## src/rtl/mem_access_unit.sv

```systemverilog
// Load/store bus master: accepts one request from the execute stage, runs a single
// word-aligned bus transfer and reports exactly one one-cycle response pulse.
module mem_access_unit #(
    parameter int unsigned TIMEOUT_CYCLES = 16
) (
    input  logic        clk_in,
    input  logic        rst_n_in,
    input  logic        req_valid_in,
    output logic        req_ready_out,
    input  logic        req_store_in,
    input  logic [1:0]  req_size_in,
    input  logic        req_unsigned_in,
    input  logic [31:0] req_addr_in,
    input  logic [31:0] req_wdata_in,
    output logic        bus_valid_out,
    output logic        bus_wr_out,
    output logic [31:0] bus_addr_out,
    output logic [3:0]  bus_wstrb_out,
    output logic [31:0] bus_wdata_out,
    input  logic        bus_ready_in,
    input  logic [31:0] bus_rdata_in,
    input  logic        bus_err_in,
    output logic        ahb_resp_out,
    output logic [31:0] ld_data_out,
    output logic [1:0]  ld_addr_1_to_0_out,
    output logic [1:0]  ld_size_out,
    output logic        ld_unsigned_out,
    output logic        store_done_out,
    output logic        misaligned_out,
    output logic        bus_error_out
);
    typedef enum logic [1:0] {IDLE = 2'd0, BUSY = 2'd1, RESP = 2'd2} state_e;

    // The abort fires on the wait cycle that brings the count to TIMEOUT_CYCLES.
    localparam logic [7:0] WAIT_LIMIT = 8'(TIMEOUT_CYCLES - 1);

    state_e      state_q, state_d;
    logic [7:0]  wait_q, wait_d;
    logic        store_q, store_d;
    logic        bus_valid_q, bus_valid_d;
    logic        bus_wr_q, bus_wr_d;
    logic [31:0] bus_addr_q, bus_addr_d;
    logic [3:0]  bus_wstrb_q, bus_wstrb_d;
    logic [31:0] bus_wdata_q, bus_wdata_d;
    logic [31:0] ld_data_q, ld_data_d;
    logic [1:0]  ld_addr_q, ld_addr_d;
    logic [1:0]  ld_size_q, ld_size_d;
    logic        ld_unsigned_q, ld_unsigned_d;
    logic        ahb_resp_q, ahb_resp_d;
    logic        store_done_q, store_done_d;
    logic        misaligned_q, misaligned_d;
    logic        bus_error_q, bus_error_d;

    logic        misaligned_req;
    logic [3:0]  lane_strb;
    logic [31:0] lane_wdata;

    // NOTE: every signal written in always_comb gets a default first so no latch is inferred.
    always_comb begin
        misaligned_req = 1'b0;
        lane_strb      = 4'b1111;
        lane_wdata     = req_wdata_in;
        case (req_size_in)
            2'b00: begin
                lane_strb  = 4'b0001 << req_addr_in[1:0];
                lane_wdata = {4{req_wdata_in[7:0]}};
            end
            2'b01: begin
                lane_strb      = req_addr_in[1] ? 4'b1100 : 4'b0011;
                lane_wdata     = {2{req_wdata_in[15:0]}};
                misaligned_req = req_addr_in[0];
            end
            default: misaligned_req = (req_addr_in[1:0] != 2'b00);
        endcase
    end

    always_comb begin
        state_d       = state_q;
        wait_d        = wait_q;
        store_d       = store_q;
        bus_valid_d   = bus_valid_q;
        bus_wr_d      = bus_wr_q;
        bus_addr_d    = bus_addr_q;
        bus_wstrb_d   = bus_wstrb_q;
        bus_wdata_d   = bus_wdata_q;
        ld_data_d     = ld_data_q;
        ld_addr_d     = ld_addr_q;
        ld_size_d     = ld_size_q;
        ld_unsigned_d = ld_unsigned_q;
        ahb_resp_d    = 1'b0;
        store_done_d  = 1'b0;
        misaligned_d  = 1'b0;
        bus_error_d   = 1'b0;

        case (state_q)
            IDLE: begin
                if (req_valid_in) begin
                    store_d = req_store_in;
                    // Load attributes only move on a new load so the load unit sees stable fields.
                    if (!req_store_in) begin
                        ld_addr_d     = req_addr_in[1:0];
                        ld_size_d     = req_size_in;
                        ld_unsigned_d = req_unsigned_in;
                    end
                    if (misaligned_req) begin
                        misaligned_d = 1'b1;
                        state_d      = RESP;
                    end else begin
                        state_d     = BUSY;
                        wait_d      = 8'd0;
                        bus_valid_d = 1'b1;
                        bus_wr_d    = req_store_in;
                        bus_addr_d  = {req_addr_in[31:2], 2'b00};
                        bus_wstrb_d = req_store_in ? lane_strb : 4'b0000;
                        bus_wdata_d = req_store_in ? lane_wdata : 32'h0;
                    end
                end
            end
            BUSY: begin
                if (bus_ready_in) begin
                    state_d     = RESP;
                    bus_valid_d = 1'b0;
                    bus_wstrb_d = 4'b0000;
                    if (bus_err_in) begin
                        bus_error_d = 1'b1;
                    end else if (store_q) begin
                        store_done_d = 1'b1;
                    end else begin
                        ahb_resp_d = 1'b1;
                        ld_data_d  = bus_rdata_in;
                    end
                end else if (wait_q == WAIT_LIMIT) begin
                    state_d     = RESP;
                    bus_valid_d = 1'b0;
                    bus_wstrb_d = 4'b0000;
                    bus_error_d = 1'b1;
                end else begin
                    wait_d = wait_q + 8'd1;
                end
            end
            RESP:    state_d = IDLE;
            default: state_d = IDLE;
        endcase
    end

    // NOTE: state is updated with non-blocking assignments only; rst_n_in is sampled on the clock edge.
    always_ff @(posedge clk_in) begin
        if (!rst_n_in) begin
            state_q       <= IDLE;
            wait_q        <= 8'd0;
            store_q       <= 1'b0;
            bus_valid_q   <= 1'b0;
            bus_wr_q      <= 1'b0;
            bus_addr_q    <= 32'h0;
            bus_wstrb_q   <= 4'b0000;
            bus_wdata_q   <= 32'h0;
            ld_data_q     <= 32'h0;
            ld_addr_q     <= 2'b00;
            ld_size_q     <= 2'b00;
            ld_unsigned_q <= 1'b0;
            ahb_resp_q    <= 1'b0;
            store_done_q  <= 1'b0;
            misaligned_q  <= 1'b0;
            bus_error_q   <= 1'b0;
        end else begin
            state_q       <= state_d;
            wait_q        <= wait_d;
            store_q       <= store_d;
            bus_valid_q   <= bus_valid_d;
            bus_wr_q      <= bus_wr_d;
            bus_addr_q    <= bus_addr_d;
            bus_wstrb_q   <= bus_wstrb_d;
            bus_wdata_q   <= bus_wdata_d;
            ld_data_q     <= ld_data_d;
            ld_addr_q     <= ld_addr_d;
            ld_size_q     <= ld_size_d;
            ld_unsigned_q <= ld_unsigned_d;
            ahb_resp_q    <= ahb_resp_d;
            store_done_q  <= store_done_d;
            misaligned_q  <= misaligned_d;
            bus_error_q   <= bus_error_d;
        end
    end

    assign req_ready_out      = (state_q == IDLE);
    assign bus_valid_out      = bus_valid_q;
    assign bus_wr_out         = bus_wr_q;
    assign bus_addr_out       = bus_addr_q;
    assign bus_wstrb_out      = bus_wstrb_q;
    assign bus_wdata_out      = bus_wdata_q;
    assign ahb_resp_out       = ahb_resp_q;
    assign ld_data_out        = ld_data_q;
    assign ld_addr_1_to_0_out = ld_addr_q;
    assign ld_size_out        = ld_size_q;
    assign ld_unsigned_out    = ld_unsigned_q;
    assign store_done_out     = store_done_q;
    assign misaligned_out     = misaligned_q;
    assign bus_error_out      = bus_error_q;
endmodule

```

## config.mk

```make
export PLATFORM = sky130hd
export DESIGN_NAME = mem_access_unit
export DESIGN_NICKNAME = d
export VERILOG_FILES = /design/src/rtl/mem_access_unit.sv
export SDC_FILE = /design/constraint.sdc
export NUM_CORES = 1
export LEC_CHECK = 0
export BUFFER_PORTS_ARGS = -buffer_cell sky130_fd_sc_hd__clkbuf_2
export CORE_AREA = 2 2 102 104
export CTS_CLUSTER_DIAMETER = 40
export DETAILED_ROUTE_END_ITERATION = 16
export DIE_AREA = 0 0 104 106
export HOLD_SLACK_MARGIN = 0.06
export PLACE_DENSITY = 0.9
export SLEW_MARGIN = 30
export SYNTH_ARGS = -nofsm -noshare
export SYNTH_HDL_FRONTEND = slang
export SYNTH_SLANG_ARGS = --single-unit
export TNS_END_PERCENT = 50
```

## constraint.sdc

```tcl
create_clock -name clk_in -period 5.8 [get_ports clk_in]
set_clock_uncertainty 0.1 [all_clocks]
set_input_delay 1.16 -clock clk_in [delete_from_list [all_inputs] [get_ports clk_in]]
set_output_delay 1.16 -clock clk_in [all_outputs]
set_load 0.01 [all_outputs]
```

# Word level (Yosys, flattened, before mapping)
# Cells that the tools add are included.
[totals]
reg_bits = 120
in_bits = 105
out_inout_bits = 112
word_cells = 79
[classes]
addsub = 1
eq_ne = 8
shifts = 1
muxes = 32
n_bitwise = 7
reduce_logical = 14
[op_table]
columns = ["operator", "count"]
rows = [
  ["32-bit case mux with 2 select lines", 1],
  ["32-bit 2-to-1 mux", 1],
  ["8-bit 2-to-1 mux", 4],
  ["4-bit 2-to-1 mux", 6],
  ["4-bit case mux with 2 select lines", 2],
  ["8-bit case mux with 2 select lines", 1],
  ["1-bit 2-to-1 mux", 10],
  ["3-bit AND reduction", 3],
  ["8-bit by 1-bit adder with 8-bit output, second input constant", 1],
  ["8-bit by 4-bit == test with 1-bit output, second input constant", 1],
  ["2-bit 2-to-1 mux", 4],
  ["2-bit != test, second input constant", 4],
  ["4-bit AND reduction", 2],
  ["1-bit inverter", 7],
  ["2-bit AND reduction", 3],
  ["5-bit AND reduction", 1],
  ["2-bit by 1-bit == test with 1-bit output, second input constant", 2],
  ["2-bit logical NOT", 2],
  ["1-bit case mux with 2 select lines", 2],
  ["2-bit case mux with 2 select lines", 1],
  ["2-bit nonzero test", 2],
  ["4-bit OR reduction", 1],
  ["1-bit by 2-bit left shift with 4-bit output, first input constant", 1],
  ["3-bit != test, second input constant", 1],
]

# Logic depth before layout (Yosys ltp)
# Gate-level depths: netlist (run 1).
[depth]
depth_word = 6
ltp_mapped = 8
ltp_nobuf = 5

# Least setup slack after synthesis (run 1)
# OpenSTA, ideal clock, no wires.
[synth_path]
path_kind = "input to register"
start = "input req_valid_in"
end = "register wait_q[0]"
t_arrival_ps = 2457
required_time_ps = 5572
path_slack_ps = 3114
cell_stages = 8
path_cell_list = "or3b_1 > clkbuf_2 > or3_1 > clkbuf_1 > buf_6 > buf_6 > nand4_1 > o31ai_1"
[synth_between]
elab_chain_len = 2
[synth_rtl]
columns = ["element", "line", "source"]
rows = [
  ["start: declaration", "8", "input logic req_valid_in,"],
  ["2-bit != test (no source line)", "--", ""],
  ["5-bit AND reduction (no source line)", "--", ""],
  ["end signal: assignment", "167", "wait_q <= wait_d;"],
  ["end: declaration", "38", "logic [7:0] wait_q, wait_d;"],
]
# Every way passes these cells.
# A chain may end at the register's enable or synchronous reset.

# Final worst setup path (run 1)
[layout_path]
start = "input req_size_in[1]"
end = "register bus_wdata_q[10] (netlist: bus_wdata_out[10])"
[layout_between]
elab_chain_len = 4
[layout_rtl]
columns = ["element", "line", "source"]
rows = [
  ["start: declaration", "11", "input logic [1:0] req_size_in,"],
  ["2-bit by 1-bit == test with 1-bit output or 2-bit logical NOT (tied branches)", "63", "case (req_size_in)"],
  ["1-bit case mux with 2 select lines", "63", ""],
  ["1-bit inverter (no source line)", "--", ""],
  ["3-bit AND reduction (no source line)", "--", ""],
  ["end signal: assignment", "173", "bus_wdata_q <= bus_wdata_d;"],
  ["end: declaration", "44", "logic [31:0] bus_wdata_q, bus_wdata_d;"],
]
# Parallel ways exist; a longest one is shown, timed or not.

==> results.json, run 1 <==
{
  "fillerInstances": 887,
  "ant_nets": 0,
  "portBuffers": 214,
  "max_freq_mhz": 341.0,
  "hpwl_um": 9347,
  "synth_top_family_by_area": "simple AND/OR/NAND/NOR gates",
  "setup_ws_ns": 2.868,
  "row_count": 37,
  "cts_root_buf": "clkbuf_8",
  "maxCapViolCount": 0,
  "htreeDepth": 4,
  "cts.sinks": 120,
  "hold_depth": 2,
  "fin_util": 0.6580,
  "dp_cells": 914,
  "switching_share": 0.2364,
  "coreArea_um2": 10000,
  "synthSimpleGateAreaFrac": 0.2334,
  "async_flop_share": 0,
  "relSlewSlack": 0.4737,
  "synthXorXnorAreaFrac": 0.003587,
  "insertion_delay_ns": 0.51,
  "synth_top_area_cell": "dfxtp_1",
  "p_int_mw": 1.704,
  "path_class": "in2reg",
  "grtUsageTotal": 0.2492,
  "p_leak_nw": 2.820,
  "timing.final.hold_violations": 0,
  "crit_path_end_kind": "flip-flop",
  "first_pass_iters": 5,
  "yosysTopAreaCellShare": 0.4919,
  "vias_per_cell": 5.183,
  "start_kind": "primary input",
  "fin_crit_sh": 0.5056,
  "final_nets": 903,
  "p_switching_mw": 0.5274,
  "drt_iter0_drc": 290,
  "powerDensity_nw_per_um2": 339.1,
  "p_comb_frac": 0.093,
  "wl_um": 13820,
  "die_x_um": 104,
  "gp_congestion": 0.8299,
  "wl_per_cell_um": 14.61,
  "post_cts_buffers": 0,
  "fin_setup_tns_ns": 0,
  "status": "finished clean",
  "cts_tree": "done",
  "seq_power_share": 0.389,
  "worst_slew_pin_slew_ns": 0.7866,
  "antenna_found_initial": 0,
  "r2r_cells": 5,
  "dieArea_um2": 11020,
  "synth-adder-area-share": 0.002562,
  "synth_area_leaders": "dfxtp_1 (49%), nand2_1 (14%), a21oi_1 (11%), nand3_1 (3.9%), mux2_2 (3.7%)",
  "grt_max_degree": 76,
  "vias": 4903,
  "ys_seq_area_frac": 0.4919,
  "pwr-share-clk": 0.517,
  "path_max_fanout": 35,
  "grt_pass1_vias": 4655,
  "pre_cts_slack_ns": 2.355,
  "synthMuxAreaShare": 0.06559,
  "period_needed_ns": 2.932,
  "die_h_um": 106,
  "antennaDiodeCount": 0,
  "rsz0062_at_grt": "no",
  "ys.flop_type": "dfxtp_1",
  "cp.arrival_ns": 3.18,
  "synth_compound_area_frac": 0.1499,
  "yosys_warnings": 0,
  "grt_pass1_wl_um": 22330,
  "syn-instance-count": 610,
  "hp-class": "reg2reg",
  "final_cells": 946,
  "ir_worst_vdd_mv": 0.2660,
  "grt-ovfl-total": 0,
  "hold_buffers": 0,
  "initial_core_util": 0.4884,
  "syn_area_per_cell_um2": 8.006,
  "syn2layout_area_growth_pct": 34.74,
  "setup_viol": 0,
  "ys_ff_latch": 120,
  "drc_errors": 0,
  "cts_made_buffers": 17,
  "power.total_mw": 2.231,
  "cp.required_ns": 6.05,
  "io_pins": 217,
  "clkTransAtPathRegs_ns": 0.06,
  "synth_cell_types": 46,
  "cts.repair.resized": 0,
  "cts_buffer_depth": 2,
  "layout-drive-gt1-share": 0.3370,
  "syn-cell-area_um2": 4883,
  "drv_slew": 0,
  "synth_edf_count": 0
}
cell usage after synthesis, types with 2 or more instances:
master and instances:
a211oi_1 2, a21oi_1 106, a31oi_1 2, and3_1 2
buf_2 5, buf_4 2, buf_6 5, clkbuf_1 38
dfxtp_1 120, inv_1 3, mux2_2 16, mux2i_1 14
nand2_1 179, nand2b_1 3, nand3_1 38, nor2_1 15
nor3_1 7, nor4_1 5, o21ai_0 17, o221ai_1 2
o31ai_1 2, or3_1 3
flip-flops by register name, indices dropped and copies added (netlist names), 2 cells and up:
signal              count
state_q                 2
bus_addr_out           30
bus_wstrb_out           4
bus_wdata_out          32
ld_size_out             2
wait_q                  8
ld_addr_1_to_0_out      2
ld_data_out            32
power groups by stage:
stage | clock network, mW | logic (mW) | registers [mW]
floorplan | 0 | 0.114 | 0.895
CTS | 1.17 | 0.208 | 0.869
finish | 1.15 | 0.208 | 0.869
global placement | 0 | 0.202 | 0.885
detailed placement | 0 | 0.207 | 0.886
global route | 1.22 | 0.229 | 0.872
placed cells by master, fill, tap and decap left out, drive strengths merged, types with 4 or more instances in the layout:
master  count
buf         4
clkbuf    233
nor2       15
mux2i      14
clkinv      5
nor4        5
a21oi     107
mux2       16
bufinv      5
o21ai      17
inv         5
nand3      38
nor3        8
nand2     179
dfxtp     120
metrics by stage:
stage                     instance area (µm²)  hold slack [ns]
final                                    6580           0.3515
after global routing                     6580           0.3709
after CTS                                6579           0.3537
after detailed placement                 5922           0.3439
after global placement                   5922           0.3389
after floorplan                          4887           0.3506
worst paths after layout:
check | to | slack [ns] | start
worst min-delay path | bus_wdata_out[1] | 0.35 | bus_wdata_out[1]
worst min register to register | bus_wdata_out[1] | 0.35 | bus_wdata_out[1]
worst max register to register | bus_wdata_out[10] | 3.29 | state_q[1]
worst max-delay path | bus_wdata_out[10] | 2.87 | req_size_in[1]
area by class of cell:
class	instances	area, µm²	share of cell area
Timing Repair Buffer	218	1101	0.1673
Clock inverter	13	215.2	0.03271
Multi-Input combinational cell	437	2237	0.3400
Inverter	3	12.51	0.001902
Clock buffer	19	441.7	0.06712
Tap cell	136	170.2	0.02586
Sequential cell	120	2402	0.3651
critical path: stages:
cell and delay (ns):
clkbuf_2 0.38, o21a_1 0.29, or3_2 0.78, buf_4 0.37, nand2_1 0.11, a21oi_1 0.07
kinds of logic (layout without fill, tap and decap cells):
| logic type | after synthesis | after routing |
|---|---|---|
| compound gates | 138 | 138 |
| xor+xnor | 2 | 2 |
| fa+ha+maj | 1 | 1 |
| buf+inv | 54 | 253 |
| flops | 120 | 120 |
| mux | 30 | 30 |
| other cells | 1 | 2 |
| simple gates | 264 | 264 |
per-layer routing:
layer / GRT usage / wire length, µm / vias up
met3: 0.07848 / 1139 / 26
met4: 0.1004 / 352 / 0
met1: 0.2860 / 5564 / 2230
met5: 0 / 0 / -
li1: - / - / 2441
met2: 0.4323 / 6766 / 206
No activity file was read; power rests on OpenSTA's default activity.
==> inputs of run 2 (changes only) <==
--- a/config.mk
+++ b/config.mk
@@ -6,12 +6,12 @@
 export NUM_CORES = 1
 export LEC_CHECK = 0
 export BUFFER_PORTS_ARGS = -buffer_cell sky130_fd_sc_hd__clkbuf_2
-export CORE_AREA = 2 2 102 104
+export CORE_AREA = 2 2 105 107
 export CTS_CLUSTER_DIAMETER = 40
 export DETAILED_ROUTE_END_ITERATION = 16
-export DIE_AREA = 0 0 104 106
+export DIE_AREA = 0 0 107 109
 export HOLD_SLACK_MARGIN = 0.06
-export PLACE_DENSITY = 0.9
+export PLACE_DENSITY = 0.86
 export SLEW_MARGIN = 30
 export SYNTH_ARGS = -nofsm -noshare
 export SYNTH_HDL_FRONTEND = slang
==> constraint.sdc (replaced) <==
create_clock -name clk_in -period 2.9 [get_ports clk_in]
set_clock_uncertainty 0.1 [all_clocks]
set_input_delay 0.58 -clock clk_in [delete_from_list [all_inputs] [get_ports clk_in]]
set_output_delay 0.58 -clock clk_in [all_outputs]
set_load 0.01 [all_outputs]
==> results.json, run 2 (synthesis gave the netlist of run 1 again) <==
{
  "grt_pass1_wl_um": 21000,
  "antennaDiodeCount": 0,
  "layout-drive-gt1-share": 0.3419,
  "post_cts_buffers": 0,
  "insertion_delay_ns": 0.51,
  "syn2layout_area_growth_pct": 35.15,
  "cts_made_buffers": 17,
  "wl_um": 13190,
  "grt_max_degree": 64,
  "p_leak_nw": 2.823,
  "r2r_cells": 5,
  "r2r_start": "state_q[1]",
  "vias": 4934,
  "relSlewSlack": 0.4920,
  "ir_worst_vdd_mv": 0.5010,
  "setup_viol": 0,
  "die_h_um": 109,
  "initial_core_util": 0.4606,
  "reg2reg_slack_ns": 0.75,
  "setup_ws_ns": 0.7498,
  "maxCapViolCount": 0,
  "timing.final.hold_violations": 0,
  "worst_slew_pin_slew_ns": 0.7550,
  "min-delay-start": "req_addr_in[11]",
  "fin_setup_tns_ns": 0,
  "io_pins": 217,
  "htreeDepth": 4,
  "period_needed_ns": 2.150,
  "most-common-layout-cells": "clkbuf_2 (214), nand2_1 (179), dfxtp_1 (120), a21oi_1 (106), nand3_1 (38)",
  "path_class": "reg2reg",
  "first_pass_iters": 5,
  "cts_buffer_depth": 2,
  "gp_congestion": 0.8713,
  "drt_iter0_drc": 312,
  "grt-ovfl-total": 0,
  "dieArea_um2": 11660,
  "cp.arrival_ns": 2.42,
  "start_kind": "flip-flop",
  "status": "finished clean",
  "cpMaxStageDelayCell": "or3_2",
  "coreArea_um2": 10600,
  "vias_per_cell": 5.161,
  "grt_pass1_vias": 4574,
  "rsz0062_at_grt": "no",
  "row_count": 38,
  "worst_path_largest_cell_delay_ns": 0.54,
  "cp_cell_sequence": "or3b_1 -> or3_2 -> buf_12 -> nand2_1 -> a21oi_1",
  "crit_path_end_kind": "flip-flop",
  "cp.required_ns": 3.17,
  "cts.repair.resized": 0,
  "hold_depth": 3,
  "drv_slew": 0,
  "fin_util": 0.6225,
  "portBuffers": 214,
  "r2r-end": "bus_addr_out[26]",
  "cts_tree": "done",
  "hold_buffers": 0,
  "wl_per_cell_um": 13.80,
  "hpwl_um": 9188,
  "antenna_found_initial": 0,
  "die_x_um": 107,
  "cts.sinks": 120,
  "whs_endpoint": "bus_addr_out[11]",
  "pre_cts_slack_ns": 0.5724,
  "cts_root_buf": "clkbuf_8",
  "path_max_fanout": 63,
  "hp-class": "in2reg",
  "fin_crit_sh": 0.7415,
  "powerDensity_nw_per_um2": 646.9,
  "grtUsageTotal": 0.2253,
  "clkTransAtPathRegs_ns": 0.06,
  "final_nets": 909,
  "drc_errors": 0,
  "ant_nets": 0,
  "final_common_cell": "clkbuf_2",
  "max_freq_mhz": 465.1
}
-- run 2: how the worst max path moves through the flow --
stage                  from          endpoint  slack [ns]
2_1_floorplan  req_valid_in         wait_q[0]        0.79
3_3_place_gp   req_valid_in         wait_q[5]        0.60
3_5_place_dp   req_valid_in  bus_addr_out[18]        0.57
4_1_cts          state_q[1]  bus_addr_out[26]        0.77
5_1_grt          state_q[1]         wait_q[5]        0.62
6_report         state_q[1]  bus_addr_out[26]        0.75
-- run 2: stage by stage --
step / power (mW) / instances / hold WS, ns / area (µm²)
after floorplan: 2.018 / 611 / 0.3506 / 4887
after global placement: 2.187 / 924 / 0.3389 / 5997
after detailed placement: 2.194 / 924 / 0.3449 / 5998
after CTS: 4.312 / 956 / 0.1715 / 6600
after global routing: 4.430 / 956 / 0.1783 / 6600
final: 4.270 / 956 / 0.1913 / 6600
-- run 2: critical path, delay by kind of cell, from the launching register on --
family,cells,cell delay [ns]
compound gates,1,0.06
buf+inv,1,0.23
flops,1,0.41
simple gates,3,1.16
-- run 2: power by group --
| group | internal [mW] | switching (mW) |
|---|---|---|
| clock network | 1.34 | 0.774 |
| registers | 1.70 | 0.0324 |
| logic | 0.176 | 0.248 |
| total | 3.22 | 1.05 |
-- run 2: routing by layer --
metal / up-vias / track usage / wire (µm)
met5: - / 0 / 0
met4: 0 / 0.08720 / 246
met3: 23 / 0.07531 / 1209
met2: 231 / 0.3881 / 6474
met1: 2228 / 0.2598 / 5261
li1: 2452 / - / -
-- run 2: cell type report --
type                       count  area, µm²
fill                         962       4003
sequential                   120       2402
multi-input combinational    437       2237
timing repair buffer         224       1171
clock buffer                  18      427.9
tap                          140      175.2
clock inverter                14      173.9
inverter                       3      12.51
==> inputs of run 3 (changes only) <==
==> constraint.sdc (replaced) <==
create_clock -name clk_in -period 2.18 [get_ports clk_in]
set_clock_uncertainty 0.1 [all_clocks]
set_input_delay 0.436 -clock clk_in [delete_from_list [all_inputs] [get_ports clk_in]]
set_output_delay 0.436 -clock clk_in [all_outputs]
set_load 0.01 [all_outputs]
==> results.json, run 3 (synthesis gave the netlist of run 1 again) <==
{
  "hold_depth": 3,
  "switching_share": 0.2341,
  "drc_errors": 0,
  "antennaDiodeCount": 0,
  "cp_top_family": "simple AND/OR/NAND/NOR gates",
  "r2r_start": "state_q[1]",
  "cp.required_ns": 2.45,
  "cts_made_buffers": 17,
  "status": "finished clean",
  "fin_setup_tns_ns": 0,
  "vias": 5314,
  "drt_iter0_drc": 395,
  "fillerInstances": 827,
  "hpwl_um": 9265,
  "cts_root_buf": "clkbuf_8",
  "p_switching_mw": 1.376,
  "insertion_delay_ns": 0.50,
  "crit_path_end_kind": "flip-flop",
  "vias_per_cell": 5.179,
  "final_nets": 979,
  "maxCapViolCount": 0,
  "wl_per_cell_um": 14.71,
  "drv_slew": 0,
  "path_class": "reg2reg",
  "max_freq_mhz": 490.4,
  "grt_max_degree": 78,
  "io_pins": 217,
  "p_leak_nw": 3.134,
  "ir_worst_vdd_mv": 0.4683,
  "syn2layout_area_growth_pct": 49.35,
  "relSlewSlack": 0.6170,
  "setup_viol": 0,
  "gp_congestion": 0.8848,
  "initial_core_util": 0.4606,
  "die_h_um": 109,
  "r2r_cells": 5,
  "row_count": 38,
  "r2r-end": "bus_addr_out[3]",
  "period_needed_ns": 2.039,
  "power.total_mw": 5.876,
  "grtUsageTotal": 0.2524,
  "first_pass_iters": 5,
  "coreArea_um2": 10600,
  "cp.arrival_ns": 2.31,
  "rsz0062_at_grt": "no",
  "hp-class": "in2reg",
  "antenna_found_initial": 0,
  "fin_crit_sh": 0.9354,
  "layout-drive-gt1-share": 0.3228,
  "dieArea_um2": 11660,
  "powerDensity_nw_per_um2": 805.7,
  "min-delay-start": "bus_rdata_in[28]",
  "ant_nets": 0,
  "cp_cell_sequence": "or3b_1 -> or3_2 -> buf_4 -> nand2_1 -> a21oi_1",
  "seq_power_share": 0.393,
  "whs_endpoint": "ld_data_out[28]",
  "start_kind": "flip-flop",
  "cts_buffer_depth": 2,
  "final_common_cell": "clkbuf_2",
  "cp.depth": 5,
  "p_int_mw": 4.501,
  "grt-ovfl-total": 0,
  "worst_slew_pin_slew_ns": 0.5696,
  "htreeDepth": 4,
  "timing.final.hold_violations": 0,
  "clkTransAtPathRegs_ns": 0.06,
  "cts.sinks": 120,
  "path_max_fanout": 36,
  "regArea_um2": 2402,
  "wl_um": 15100,
  "cts_tree": "done",
  "reg2reg_slack_ns": 0.14,
  "portBuffers": 214,
  "multi_input_area_um2": 2236,
  "grt_pass1_wl_um": 23410,
  "pwr-share-clk": 0.492,
  "worst_path_largest_cell_delay_ns": 0.46,
  "post_cts_buffers": 0,
  "most-common-layout-cells": "clkbuf_2 (214), nand2_1 (179), dfxtp_1 (120), a21oi_1 (106), dlygate4sd3_1 (60)",
  "grt_pass1_vias": 4934,
  "path_buf_inv": 1,
  "p_comb_frac": 0.115,
  "die_x_um": 107,
  "cpMaxStageDelayCell": "or3_2"
}
==> run 3: worst max path at each step <==
stage | startpoint | to | slack, ns
after floorplan | req_valid_in | wait_q[0] | 0.22
after global placement | req_valid_in | bus_addr_out[7] | 0.14
after detailed placement | req_valid_in | bus_addr_out[9] | 0.12
after CTS | state_q[1] | bus_wdata_out[26] | 0.20
after global routing | state_q[1] | bus_addr_out[3] | 0.06
final | state_q[1] | bus_addr_out[3] | 0.14
==> run 3: power by group through the flow <==
stage | Sequential, mW | Clock, mW | Combinational, mW
2_1_floorplan | 2.38 | 0 | 0.302
3_3_place_gp | 2.35 | 0 | 0.571
3_5_place_dp | 2.35 | 0 | 0.578
4_1_cts | 2.31 | 2.93 | 0.664
5_1_grt | 2.32 | 3.05 | 0.738
6_report | 2.31 | 2.89 | 0.677
==> run 3: final cells by class <==
| type | instances | area share |
|---|---|---|
| Sequential cell | 120 | 0.3294 |
| Clock buffer | 21 | 0.06159 |
| Tap cell | 140 | 0.02402 |
| Multi-Input combinational cell | 437 | 0.3066 |
| Inverter | 3 | 0.001716 |
| Clock inverter | 11 | 0.02350 |
| Timing Repair Buffer | 294 | 0.2532 |
==> run 3: layer usage <==
layer,part of all wire,GRT usage,vias up
met1,0.39,0.2903,2407
li1,-,-,2591
met2,0.49,0.4240,271
met5,0,0,-
met3,0.089,0.08488,45
met4,0.030,0.1206,0
==> run 3: metrics by stage <==
stage	cell area, µm²	utilization	setup WS [ns]	instances	hold slack (ns)
after floorplan	4887	-	0.2184	611	0.3506
after global placement	6072	0.5727	0.1371	934	0.3382
after detailed placement	6072	0.5727	0.1197	934	0.3459
after CTS	7293	0.6879	0.2047	1026	0.06660
after global routing	7293	0.6879	0.06109	1026	0.08722
final	7293	0.6879	0.1408	1026	0.1015
==> run 3: worst reg2reg max path, cell delays in order (launching register included) <==
cell and delay [ns]:
dfxtp_1 0.41, or3b_1 0.42, or3_2 0.46, buf_4 0.27, nand2_1 0.17, a21oi_1 0.08
==> run 3: what timing repair did <==
action | CTS | global route
endpoints found under the hold margin | 60 | 0
hold buffers | 60 | 0
resized for setup | 0 | 0
